--- src/rtl/rv_mem_pkg.sv ---
// Shared instruction-memory definitions used by the loader and the fetch-side memory.
package rv_mem_pkg;
  localparam int XLEN       = 32;
  localparam int WORD_BYTES = 4;
  localparam int IMEM_DEPTH = 256;
  localparam int BCNT_W     = $clog2(WORD_BYTES);

  typedef enum logic [2:0] {
    IDLE,
    RECV,
    WRITE,
    DONE,
    ERROR
  } ld_state_e;
endpackage

--- src/rtl/byte_packer.sv ---
// Little-endian byte-to-word assembler; word presents the completed word in the
// same cycle its last byte is accepted (word_ready).
module byte_packer
  import rv_mem_pkg::*;
(
  input  logic            clock,
  input  logic            reset,
  input  logic            clear,
  input  logic            byte_en,
  input  logic [7:0]      byte_data,
  output logic [XLEN-1:0] word,
  output logic            word_ready
);
  logic [XLEN-1:0]   shift_q;
  logic [BCNT_W-1:0] byte_cnt;

  always_ff @(posedge clock or posedge reset) begin
    if (reset) begin
      shift_q  <= '0;
      byte_cnt <= '0;
    end else if (clear) begin
      shift_q  <= '0;
      byte_cnt <= '0;
    end else if (byte_en) begin
      shift_q[8*byte_cnt +: 8] <= byte_data;
      byte_cnt                 <= byte_cnt + BCNT_W'(1);
    end
  end

  // Merge the in-flight byte so the full word is available on the completing edge.
  always_comb begin
    word                  = shift_q;
    word[8*byte_cnt +: 8] = byte_data;
    word_ready            = byte_en && (byte_cnt == BCNT_W'(WORD_BYTES - 1));
  end
endmodule

--- src/rtl/imem_loader.sv ---
// Streams bytes into instruction memory as 32-bit words and holds the core in
// reset until the whole image is written.
module imem_loader
  import rv_mem_pkg::*;
#(
  parameter int          DEPTH     = IMEM_DEPTH,
  parameter logic [31:0] BASE_ADDR = 32'h0000_0000,
  parameter int          LEN_W     = 16
) (
  input  logic             clock,
  input  logic             reset,
  input  logic             start,
  input  logic [LEN_W-1:0] num_words,
  input  logic             byte_valid,
  input  logic [7:0]       byte_data,
  output logic             byte_ready,
  output logic             mem_we,
  output logic [XLEN-1:0]  mem_addr,
  output logic [XLEN-1:0]  mem_wdata,
  output logic             core_reset,
  output logic             busy,
  output logic             done,
  output logic             error
);
  ld_state_e        state, state_nxt;
  logic [LEN_W-1:0] len_q, word_cnt;
  logic             start_ok, too_big, load, accept, pk_ready;
  logic [XLEN-1:0]  pk_word;

  assign accept   = byte_valid && byte_ready;
  assign too_big  = 32'(num_words) > 32'(DEPTH);
  assign start_ok = start && (state == IDLE || state == DONE || state == ERROR);
  assign load     = start_ok && (state_nxt == RECV);

  byte_packer u_packer (
    .clock      (clock),
    .reset      (reset),
    .clear      (load),
    .byte_en    (accept),
    .byte_data  (byte_data),
    .word       (pk_word),
    .word_ready (pk_ready)
  );

  always_ff @(posedge clock or posedge reset) begin
    if (reset) state <= IDLE;
    else       state <= state_nxt;
  end

  always_comb begin
    state_nxt  = state;
    byte_ready = 1'b0;
    mem_we     = 1'b0;
    busy       = 1'b0;
    done       = 1'b0;
    error      = 1'b0;
    core_reset = 1'b1;
    case (state)
      IDLE, DONE, ERROR: begin
        done       = (state == DONE);
        error      = (state == ERROR);
        core_reset = (state != DONE);
        if (start) begin
          if (num_words == '0) state_nxt = DONE;
          else if (too_big)    state_nxt = ERROR;
          else                 state_nxt = RECV;
        end
      end
      RECV: begin
        byte_ready = 1'b1;
        busy       = 1'b1;
        if (pk_ready) state_nxt = WRITE;
      end
      WRITE: begin
        mem_we    = 1'b1;
        busy      = 1'b1;
        state_nxt = (word_cnt + LEN_W'(1) == len_q) ? DONE : RECV;
      end
      default: state_nxt = IDLE;
    endcase
  end

  // Write address/data are captured on the completing edge and held until the next word.
  always_ff @(posedge clock or posedge reset) begin
    if (reset) begin
      len_q     <= '0;
      word_cnt  <= '0;
      mem_addr  <= BASE_ADDR;
      mem_wdata <= '0;
    end else begin
      if (load) begin
        len_q    <= num_words;
        word_cnt <= '0;
      end
      if (state == RECV && pk_ready) begin
        mem_addr  <= BASE_ADDR + (XLEN'(word_cnt) << 2);
        mem_wdata <= pk_word;
      end
      if (state == WRITE) word_cnt <= word_cnt + LEN_W'(1);
    end
  end
endmodule

--- config.mk ---
export PLATFORM = sky130hd
export DESIGN_NAME = imem_loader
export DESIGN_NICKNAME = d
export VERILOG_FILES = /design/src/rtl/rv_mem_pkg.sv /design/src/rtl/byte_packer.sv /design/src/rtl/imem_loader.sv
export SDC_FILE = /design/constraint.sdc
export NUM_CORES = 1
export LEC_CHECK = 0
export CAP_MARGIN = 40
export CORE_ASPECT_RATIO = 0.9
export CORE_MARGIN = 2
export CORE_UTILIZATION = 31
export CTS_CLUSTER_DIAMETER = 30
export DETAILED_ROUTE_END_ITERATION = 10
export PLACE_DENSITY_LB_ADDON = 0.25
export SYNTH_ARGS = -nofsm -noshare
export SYNTH_HDL_FRONTEND = slang
export SYNTH_SLANG_ARGS = --single-unit
--- constraint.sdc ---
create_clock -name clock -period 3.2 [get_ports clock]
set_input_delay 0.32 -clock clock [delete_from_list [all_inputs] [get_ports clock]]
set_output_delay 0.32 -clock clock [all_outputs]
set_load 0.01 [all_outputs]
After elaboration in Yosys (flattened, before gate mapping)

Index checks and enable logic that the tools add are counted.

Input port bits: 28
Register bits: 117
Output and inout port bits: 70

Mux-type cells: 19
Reductions and logical operators: 13
Order comparisons: 1
Shift-type cells: 2
Equality and inequality tests: 8
$add $sub $neg: 3

Operator list:

| kind                      | count |
|---|---|
| $mux W32                  | 2 |
| $neg A5 Y34               | 1 |
| $shift A8 B34 Y32 const A | 1 |
| $shiftx A8 B34 Y32        | 1 |
| $bwmux W32                | 1 |
| $mux W16                  | 2 |
| $add A16 B1 Y16 const B   | 1 |
| $eq A16 B16 Y1            | 1 |
| $gt A16 B9 Y1 const B     | 1 |
| $logic_not A16 Y1         | 1 |
| $mux W3                   | 4 |
| $pmux W3 S3               | 1 |
| $eq A3 B1 Y1 const B      | 2 |
| $eq A3 B2 Y1 const B      | 2 |
| $mux W1                   | 6 |
| $mux W2                   | 3 |
| $logic_and A1 B1 Y1       | 5 |
| $reduce_bool A2 Y1        | 2 |
| $eq A3 B3 Y1 const B      | 1 |
| $logic_not A3 Y1          | 1 |
| $ne A3 B2 Y1 const B      | 1 |
| $reduce_or A3 Y1          | 1 |
| $add A2 B1 Y2 const B     | 1 |
| $eq A2 B2 Y1 const B      | 1 |
| other kinds (2)           | 3 |

Longest topological paths before layout

Gate-level depths: netlist of run 1.

Depth after elaboration: 10
Depth in mapped cells: 9
Mapped depth without buffers: 8

Hierarchy

From an unflattened synthesis of run 1, not the netlist that was laid out.

Cell total of the unflattened synthesis: 566
Area total of the unflattened synthesis: 5978.2 µm²

By module, submodules not included:

| module      | cells each | area each (µm²) | instances | seq. area each (µm²) |
|---|---|---|---|---|
| imem_loader | 368        | 3976.3          | 1         | 2077.0 |
| byte_packer | 198        | 2001.9          | 1         | 850.8 |

Least setup slack after synthesis of run 1

Ideal clock, no wire load.

Path kind: register to register
Start: register word_cnt[0]
End: register state[1]
Data required time: 3.105 ns
Setup slack: 1.048 ns
Buffers on the path: 0
Cell stages (with the launch flop): 8
Data arrival time: 2.057 ns
Cell sequence: dfrtp_1 ha_1 nand3_1 nor3_1 and3_1 xnor2_1 o2111ai_1 o31ai_1

Longest elaborated chain between the ends: 4

RTL lines:

| what                   | line              | text |
|---|---|---|
| start, declared        | imem_loader.sv:26 | `logic [LEN_W-1:0] len_q, word_cnt;` |
| start signal, assigned | imem_loader.sv:99 | `if (state == WRITE) word_cnt <= word_cnt + LEN_W'(1);` |
| $add A16 B1 Y16        | imem_loader.sv:77 | `state_nxt = (word_cnt + LEN_W'(1) == len_q) ? DONE : RECV;` |
| $eq A16 B16 Y1         | imem_loader.sv:77 |  |
| $mux W2                | imem_loader.sv:77 |  |
| $pmux W3 S3            | imem_loader.sv:58 | `case (state)` |
| named net state_nxt[1] | imem_loader.sv:25 | `ld_state_e state, state_nxt;` |
| end signal, assigned   | imem_loader.sv:47 | `else state <= state_nxt;` |
| end, declared          | imem_loader.sv:25 |  |

The timed path passes the listed nets, and every way through them passes these cells.
A chain may end at the register's enable or synchronous reset.

Worst setup path after layout of run 1

Same ends and word-level chain as after synthesis.

==> metrics.md, run 1 <==
| Metric | Value |
|---|---|
| Worst-case setup margin in the final layout | 0.580 ns |
| First-iteration detailed-routing DRC count | 255 |
| WP data arrival | 2.86 ns |
| Warning count from the yosys run | 0 |
| RSZ-0062 raised after global routing | false |
| Register clock-pin slew on the reported worst setup and hold paths | 0.07 ns |
| I/O pins | 98 |
| Largest clock skew in the final design | 0.00748 ns |
| Share of the yosys chip area belonging to registers | 50.5% |
| Simple-Gate Fraction of Synth Area | 18.2% |
| Synth Register Bits | 109 |
| Number of buffers added by the clock tree synthesis step | 9 |
| CTS Hold Bufs | 0 |
| First-pass GRT wire length | 21800 um |
| Clk buf depth | 2 |
| Global routing usage summed across all routing layers | 14.9% |
| Worst-case headroom to the max-slew limit | 56.5% |
| Static Leak | 2.90 nW |
| Initial Utilization | 31.8% |
| Number of synthesized flops with an enable pin | 0 |
| Leading post-synthesis cells by cell area | sky130_fd_sc_hd__dfrtp_1 (51%), sky130_fd_sc_hd__nand2_1 (4.9%), sky130_fd_sc_hd__o21ai_0 (4.7%), sky130_fd_sc_hd__mux2_2 (4.0%), sky130_fd_sc_hd__nor2b_1 (3.7%) |
| Pre-CTS WS | 0.500 ns |
| Cell area after synthesis | 5400 sq um |
| Final Setup Violations | 0 |
| Clock tree from TritonCTS | yes |
| Antenna violations before repair | 0 |
| Critical Path Source Type | register |
| TNS Setup | 0 ns |
| Root buf cell | sky130_fd_sc_hd__clkbuf_16 |
| Mux share of post-synthesis cell area | 5.01% |
| Layout Nets | 665 |
| Synth top area share | 50.5% |
| Adder and majority cell fraction of the synthesized area | 1.39% |
| Floorplan Core Area | 16900 sq um |
| Detailed-placement wirelength estimate | 9350 um |
| CP Capture Type | register |
| Share of cells above drive strength 1 | 9.12% |
| Ant diodes | 0 |
| Max-cap violation count | 0 |
| Cell accounting for the most synthesized area | sky130_fd_sc_hd__dfrtp_1 |
| Synthesized netlist cell count | 566 |
| Final slew viol count | 0 |
| Clock period minus final worst setup slack | 2.62 ns |
| Count of unresolved DRC violations after routing | 0 |
| Layout Utilization | 39.3% |
| Y dimension of the die | 129 um |
| Share of synthesized registers carrying an async set or reset | 100% |
| Data required time of the worst path | 3.44 ns |
| Worst-path fanout max | 8 |
| Class of the most critical hold timing path | input port to asynchronous set/reset pin |
| Fmax | 0.382 GHz |
| Number of detailed-routing iterations run before antenna repair | 5 |
| # clock sinks | 109 |
| DR WL/cell | 15.1 um |
| Area enclosed by the die boundary | 18500 sq um |
| Number of port buffers | 81 |
| Max rail drop VDD | 0.296 mV |
| Last weighted congestion value of the routability-driven placer | 0.800 |
| Post-route antenna net violation count | 0 |
| Routed wire length | 13100 um |
| Area share of xor/xnor cells in the synthesized design | 3.41% |
| # Post-CTS Setup Buffers | 0 |
| Vias in the first global route | 4072 |
| Final period util | 81.9% |
| CTS resizes | 0 |
| Maximum number of pins on one net before global-route repair | 65 |
| Die Width | 143 um |
| Result of the run | complete, no violations |
| Number of cell rows | 45 |
| Source-to-sink clock delay at the later pin of the worst-skew pair | 0.36 ns |
| Compound-Gate Fraction of Synth Area | 15.2% |
| Dominant combinational cell family by area after synthesis | simple AND/OR/NAND/NOR gates |
| Global route overflow | 0 |
| Area growth, synth to finish | 23.4% |
| Final hold violation count | 0 |
| Leading cell type by number of instances after synthesis | sky130_fd_sc_hd__dfrtp_1 |
| Synth unique cells | 50 |
| Kind of critical path | register to register |
| Average cell area after synthesis | 9.53 sq um |
| Footprint of the multi-input gates | 2400 sq um |
| Vias per Instance | 4.81 |
| H-tree depth reported by CTS | 3 |
| Total vias in the final route | 4190 |
| Pin slew with the least headroom to its limit | 0.653 ns |
| Most instantiated flip-flop cell in the synthesis netlist | sky130_fd_sc_hd__dfrtp_1 |
| Final-layout fill cell count | 1700 |
| Depth of the worst register-to-register path | 8 |
| Power density normalized to cell area | 690 nW/um^2 |
| Area taken by flip-flops and latches | 2730 sq um |
| Most common library cells after synthesis | sky130_fd_sc_hd__dfrtp_1 (109), sky130_fd_sc_hd__nand2_1 (70), sky130_fd_sc_hd__o21ai_0 (51) |
## through the flow
stage               area [sq um]  cells  total power [mW]  hold WS [ns]
finish                      6660    871              4.60         0.411
floorplan                   5450    581              2.85         0.455
detailed placement          6370    855              3.53         0.470
global placement            6360    854              3.48         0.463
global route                6660    871              4.93         0.473
CTS                         6660    871              4.65         0.445
## sequential cells by signal, summed over array words and instances, names as in the netlist
| register | cells |
|---|---|
| u_packer.shift_q | 24 |
| mem_wdata | 32 |
| mem_addr | 16 |
| u_packer.byte_cnt | 2 |
| word_cnt | 16 |
| state | 3 |
| len_q | 16 |
## worst max-delay path, stage by stage, from the launching register on
cell and delay [ns]:
sky130_fd_sc_hd__dfrtp_1 0.49, sky130_fd_sc_hd__ha_1 0.32, sky130_fd_sc_hd__nand3_1 0.29, sky130_fd_sc_hd__nor3_1 0.37, sky130_fd_sc_hd__buf_4 0.21, sky130_fd_sc_hd__and3_1 0.21
sky130_fd_sc_hd__xnor2_1 0.13, sky130_fd_sc_hd__o2111ai_1 0.15, sky130_fd_sc_hd__o31ai_1 0.33
## power breakdown
part / internal (mW) / switching [mW]
sequential: 1.71 / 0.271
clock: 0.564 / 0.546
combinational: 0.768 / 0.741
total: 3.04 / 1.56
## cells by family after synthesis
kind of cell / count (synthesis)
simple gates: 202
compound gates: 138
flops: 109
buf+inv: 65
mux: 24
xor+xnor: 21
fa+ha+maj: 6
other cells: 1
## area by class of cell
type                       count  area share [%]
clock buffer                  10            3.59
clock inverter                 6           0.808
inverter                       9           0.545
multi-input combinational    407            36.0
sequential                   109            40.9
tap                          235            4.41
timing repair buffer          95            13.7
## worst paths after layout
path	end	start	slack, ns
max in group asynchronous	mem_wdata[14]	reset	1.95
min in group clock	mem_wdata[11]	mem_wdata[11]	0.48
worst min-delay path	state[0]	reset	0.41
worst max register to register	state[1]	word_cnt[0]	0.58
worst max-delay path	state[1]	word_cnt[0]	0.58
worst min register to register	mem_wdata[11]	mem_wdata[11]	0.48
## per-layer routing
layer	vias up	global-route usage [%]	part of all wire (%)
met2	122	23.0	45
li1	2048	-	-
met3	8	3.47	4.5
met5	-	0	0
met1	2012	21.2	49
met4	0	3.61	0.81
## cells in the final DEF, fill, tap and decap left out, types with 4 or more instances in the layout
cell and count:
sky130_fd_sc_hd__nor3_1 9, sky130_fd_sc_hd__clkdlybuf4s50_1 81, sky130_fd_sc_hd__nor2b_1 32, sky130_fd_sc_hd__nor2_1 45
sky130_fd_sc_hd__dfrtp_1 109, sky130_fd_sc_hd__nand3_1 12, sky130_fd_sc_hd__inv_1 8, sky130_fd_sc_hd__xor2_1 6
sky130_fd_sc_hd__o31ai_1 6, sky130_fd_sc_hd__ha_1 6, sky130_fd_sc_hd__and3_1 7, sky130_fd_sc_hd__mux2_1 5
sky130_fd_sc_hd__o21ai_0 51, sky130_fd_sc_hd__conb_1 16, sky130_fd_sc_hd__o21ai_1 12, sky130_fd_sc_hd__nand2b_1 4
sky130_fd_sc_hd__clkbuf_16 9, sky130_fd_sc_hd__a22oi_1 24, sky130_fd_sc_hd__mux2_2 19, sky130_fd_sc_hd__a21oi_1 28
sky130_fd_sc_hd__nand2_1 70, sky130_fd_sc_hd__xnor2_1 15, sky130_fd_sc_hd__buf_4 13
Note: power is estimated with default switching activity, not from simulation.
==> inputs of run 2 (changes only) <==
Clock period 3.2 ns to 2.5 ns, I/O delays scaled along.
==> run 2 against run 1 <==
Fmax up 11%. Wire length about the same. Count of clock-buffer cells in the layout did not move. Critical path type unchanged. Utilization up 0.73 points. Sequential power up 27%. Non-clock buffer count rose by 10. First-iteration DRC count rose by 26%.
==> metrics.md, run 2 (synthesized netlist as in run 1, its figures left out) <==
| Metric | Value |
|---|---|
| CTS Hold Bufs | 0 (unchanged) |
| H-tree depth reported by CTS | 3 (unchanged) |
| Area growth, synth to finish | 25.7% |
| WP data arrival | 2.58 ns (-0.28 ns) |
| Switching part of the total power | 33.7% (-0.16 points) |
| Post-Route Hold Slack | 0.375 ns (-0.0356 ns) |
| Final slew viol count | 0 (unchanged) |
| Clock group share of total power | 23.4% (-0.7 points) |
| Cell-internal power | 3.92 mW (+29%) |
| Number of buffers added by the clock tree synthesis step | 9 (unchanged) |
| Worst-case setup margin in the final layout | 0.150 ns (-0.430 ns) |
| Most used cells in the layout excluding fill and tap cells | sky130_fd_sc_hd__dfrtp_1 (109), sky130_fd_sc_hd__clkdlybuf4s50_1 (81), sky130_fd_sc_hd__nand2_1 (70) |
| Max-cap violation count | 0 (unchanged) |
| Y dimension of the die | 129 um (unchanged) |
| I/O pins | 98 (unchanged) |
| Vias per Instance | 4.78 (-0.57%) |
| CTS resizes | 0 (unchanged) |
| Clock period minus final worst setup slack | 2.35 ns (-0.270 ns) |
| Routed wire length | 13100 um (about the same) |
| Worst-case headroom to the max-slew limit | 49.8% (-6.7 points) |
| Net switching power | 1.99 mW (+28%) |
| Area enclosed by the die boundary | 18500 sq um (unchanged) |
| Ant diodes | 0 (unchanged) |
| Last weighted congestion value of the routability-driven placer | 0.818 (+2.2%) |
| Vias in the first global route | 4132 (+1.5%) |
| Largest clock skew in the final design | 0.00929 ns (+0.00181 ns) |
| Data required time of the worst path | 2.73 ns (-0.71 ns) |
| Final Setup Violations | 0 (unchanged) |
| Finished Layout Cells | 881 (+1.1%) |
| First-pass GRT wire length | 21500 um (-1.2%) |
| Antenna violations before repair | 0 (unchanged) |
| Post-route antenna net violation count | 0 (unchanged) |
| Power density normalized to cell area | 872 nW/um^2 (+26%) |
| Global routing usage summed across all routing layers | 14.6% (-0.26 points) |
| Class of the most critical hold timing path | input port to asynchronous set/reset pin |
| Max rail drop VDD | 0.352 mV (+19%) |
| Sequential Power Share | 42.5% (-0.5 points) |
| Registers with the highest flip-flop counts | mem_wdata x32, u_packer.shift_q x24 |
| Pin slew with the least headroom to its limit | 0.751 ns (+0.0988 ns) |
| Total vias in the final route | 4214 (+0.57%) |
| Final period util | 94.0% (+12 points) |
| RSZ-0062 raised after global routing | false |
| Clock tree from TritonCTS | yes |
| Overall power of the completed layout | 5.91 mW (+29%) |
| Share of cells above drive strength 1 | 10.4% (+1.3 points) |
| Fmax | 0.425 GHz (+11%) |
| Pre-CTS WS | -0.0000850 ns (-0.500 ns) |
| Detailed-placement wirelength estimate | 9370 um (+0.21%) |
| Result of the run | complete, no violations |
| Critical Path Source Type | register |
| CP Capture Type | register |
| Final-layout fill cell count | 1679 (-1.2%) |
| # clock sinks | 109 (unchanged) |
| Kind of critical path | register to register |
| Largest register FFs | 32 (unchanged) |
| Source-to-sink clock delay at the later pin of the worst-skew pair | 0.35 ns (about the same) |
| Layout Nets | 675 (+1.5%) |
| Static Leak | 2.97 nW (+2.3%) |
| Final hold violation count | 0 (unchanged) |
| Worst-path fanout max | 8 (unchanged) |
| Initial Utilization | 31.8% (unchanged) |
| Root buf cell | sky130_fd_sc_hd__clkbuf_16 |
| Register clock-pin slew on the reported worst setup and hold paths | 0.08 ns (about the same) |
| Maximum number of pins on one net before global-route repair | 65 (unchanged) |
| Floorplan Core Area | 16900 sq um (unchanged) |
| Layout Utilization | 40.0% (+0.73 points) |
| Share of power burned in combinational logic | 34.1% (+1.3 points) |
| First-iteration detailed-routing DRC count | 322 (+26%) |
| Register with the most flip-flops | mem_wdata |
| DR WL/cell | 14.9 um (-1.2%) |
| Clk buf depth | 2 (unchanged) |
| Most common cell after layout, fill and taps aside | sky130_fd_sc_hd__dfrtp_1 |
| # Post-CTS Setup Buffers | 0 (unchanged) |
| Die Width | 143 um (unchanged) |
| Number of cells in the design after placement | 865 (+1.2%) |
| Number of detailed-routing iterations run before antenna repair | 4 (-1) |
| Number of cell rows | 45 (unchanged) |
| Global route overflow | 0 (unchanged) |
| Number of port buffers | 81 (unchanged) |
| Count of unresolved DRC violations after routing | 0 (unchanged) |
-- run 2: final timing paths --
check / startpoint / to / slack [ns] / cells after the start
min in group clock: mem_wdata[13] / mem_wdata[13] / 0.48 / 2
max: word_cnt[1] / state[1] / 0.15 / 7
max reg2reg: word_cnt[1] / state[1] / 0.15 / 7
min: reset / u_packer.shift_q[5] / 0.37 / 2
max in group asynchronous: reset / len_q[2] / 1.43 / 3
min reg2reg: mem_wdata[13] / mem_wdata[13] / 0.48 / 2
-- run 2: layout make-up --
class / count / area, sq um / area share [%]
Clock buffer: 10 / 229 / 3.37
Inverter: 9 / 37.5 / 0.553
Multi-Input combinational cell: 407 / 2400 / 35.3
Timing Repair Buffer: 105 / 1040 / 15.3
Clock inverter: 6 / 58.8 / 0.867
Sequential cell: 109 / 2730 / 40.2
Tap cell: 235 / 294 / 4.33
-- run 2: power by group through the flow --
stage                     registers (mW)  logic (mW)  clock network, mW
after detailed placement            2.54        2.03                  0
after global placement              2.52        2.00                  0
after floorplan                     2.54        1.11                  0
after global routing                2.58        2.24               1.50
final                               2.51        2.02               1.38
after CTS                           2.52        2.04               1.42
-- run 2: routing by layer --
metal  up-vias  share of wire, %  global-route usage, %
li1       2065                 -                      -
met1      2026                47                   19.9
met2       114                47                   24.5
met3         9               5.3                   2.77
met4         0              0.78                   2.80
met5         -                 0                      0
-- run 2: per-stage QoR --
stage                     instance area [sq um]  setup TNS [ns]
after CTS                                  6790               0
final                                      6790               0
after detailed placement                   6500      -0.0000850
after global placement                     6500               0
after global routing                       6790               0
after floorplan                            5460               0
-- run 2: critical path: stages, from the launching register on --
cell                       delay, ns
sky130_fd_sc_hd__dfrtp_1        0.44
sky130_fd_sc_hd__ha_1           0.20
sky130_fd_sc_hd__nand3_1        0.25
sky130_fd_sc_hd__nor4_1         0.43
sky130_fd_sc_hd__xnor2_1        0.16
sky130_fd_sc_hd__o221ai_1       0.15
sky130_fd_sc_hd__a2111o_1       0.31
sky130_fd_sc_hd__o31ai_1        0.30
==> patch: new RTL, settings of run 1 <==
`WORD_BYTES`: 4 -> 2.
--- a/src/rtl/rv_mem_pkg.sv
+++ b/src/rtl/rv_mem_pkg.sv
@@ -3,3 +3,3 @@
   localparam int XLEN       = 32;
-  localparam int WORD_BYTES = 4;
+  localparam int WORD_BYTES = 2;
   localparam int IMEM_DEPTH = 256;
Check against the original RTL: not equivalent (Yosys sat finds a counterexample within 4 cycles, from zero or initial values and one cycle with reset high).
==> patch against run 1 <==
  * Final area down 6.9%
  * Synthesized area down 9.3%
  * Power decreased by 6.5%
  * Sequential share of layout area increased by 2.6 points
  * Sequential cell count is 1 lower
  * Worst setup slack lost 0.25 ns
  * Routed wire length fell by 12%
  * Critical path type unchanged
==> patch: results <==
set metrics [dict create \
    run_status "finished, final reports clean" \
    layout.comb_gates.multi_input 380 \
    final_layout_size_suffix_gt1_frac 0.0613 \
    synth_top_cells_by_count "169 x nand2_1, 108 x dfrtp_1, 26 x o21ai_0" \
    cp_slowest_cell "or3b_1" \
    whs_ns 0.271 \
    biggestRegsByFlops "mem_wdata (32), u_packer.shift_q (24)" \
    non_clock_buffer_count 94 \
    seq-cell-share 0.436 \
    critical_path_fanout_max 14 \
    layout.filler_cells 1475 \
    peakVddDrop_mv 0.288 \
    detail_route.first_pass.iterations 4 \
    place_congestion 0.830 \
    seq_area_frac_synth 0.552 \
    groute.layer.met3.usage 0.0324 \
    clkCellAreaFrac 0.0520 \
    placedCellCount 790 \
    synth_enable_flop_cells 0 \
    top_layer_used "met4" \
    postPlaceCellArea_um2 5880 \
    static-leakage-power_nw 2.92 \
    avgSynthCellArea_um2 9.29 \
    cp.arrival_ns 3.11 \
    timing.final.ws_setup_ns 0.330 \
    m1_wl_um 5360 \
    synth.ff_latch_count 108 \
    grt_first_pass_wirelength_um 19300 \
    dp_hpwl_um 8320 \
    drt_first_iter_violations 183 \
    met2_usage 0.230 \
    die_x_um 136 \
    post_drt_wl_per_cell_um 14.3 \
    critPathTopFamily "compound AO/OA/AOI/OAI gates" \
    nets 628 \
    numPortBuffers 81 \
    layoutNonFillerInstCount 806 \
    grt_util_all_layers 0.148 \
    synth.area.top_cells "dfrtp_1 55%, nand2_1 13%, nor2b_1 2.9%, buf_4 2.8%, o21ai_0 2.7%" \
    dr_total_vias 3804 \
    grt_max_degree 59 \
    met2RoutedLength_um 5410 \
    gr_met1_demand_resource 0.201 \
    max-slew-margin-rel 0.511 \
    dr_wl_met3_um 602 \
    dp_slack_ns 0.448 \
    clk_lat_worst_skew_ns 0.35 \
    layout.non_clock_inverters 6 \
    worst_path_largest_cell_delay_ns 0.61 \
    antenna_found_initial 0 \
    buffer_share_of_cell_area 0.150 \
    worst_clock_skew_ns 0.00576 \
    multi_input_comb_area_um2 1970 \
    final_core_utilization 0.402 \
    first_global_vias 3728 \
]
[patch: path summary, 6_finish.rpt]
path	start	end	depth (start not counted)
min in group clock	u_packer.shift_q[16]	mem_wdata[16]	2
max in group asynchronous	reset	word_cnt[2]	4
hold / removal	reset	mem_wdata[22]	2
hold reg to reg	u_packer.shift_q[16]	mem_wdata[16]	2
setup reg to reg	state[1]	state[1]	6
setup / recovery	state[1]	state[1]	6
[patch: cell families (layout without fill, tap and decap cells)]
logic type / Yosys count / after routing / synth area share
fa+ha+maj: 1 / 1 / 0.00256
other cells: 1 / 16 / 0.000766
mux: 10 / 10 / 0.0230
simple gates: 257 / 257 / 0.237
buf+inv: 54 / 116 / 0.0573
xor+xnor: 22 / 22 / 0.0394
compound gates: 74 / 74 / 0.0877
flops: 108 / 108 / 0.552
[patch: where the power goes]
group | internal [mW] | switching (mW) | total, mW
clock | 0.695 | 0.517 | 1.21
combinational | 0.589 | 0.578 | 1.17
sequential | 1.64 | 0.279 | 1.92
total | 2.92 | 1.37 | 4.30
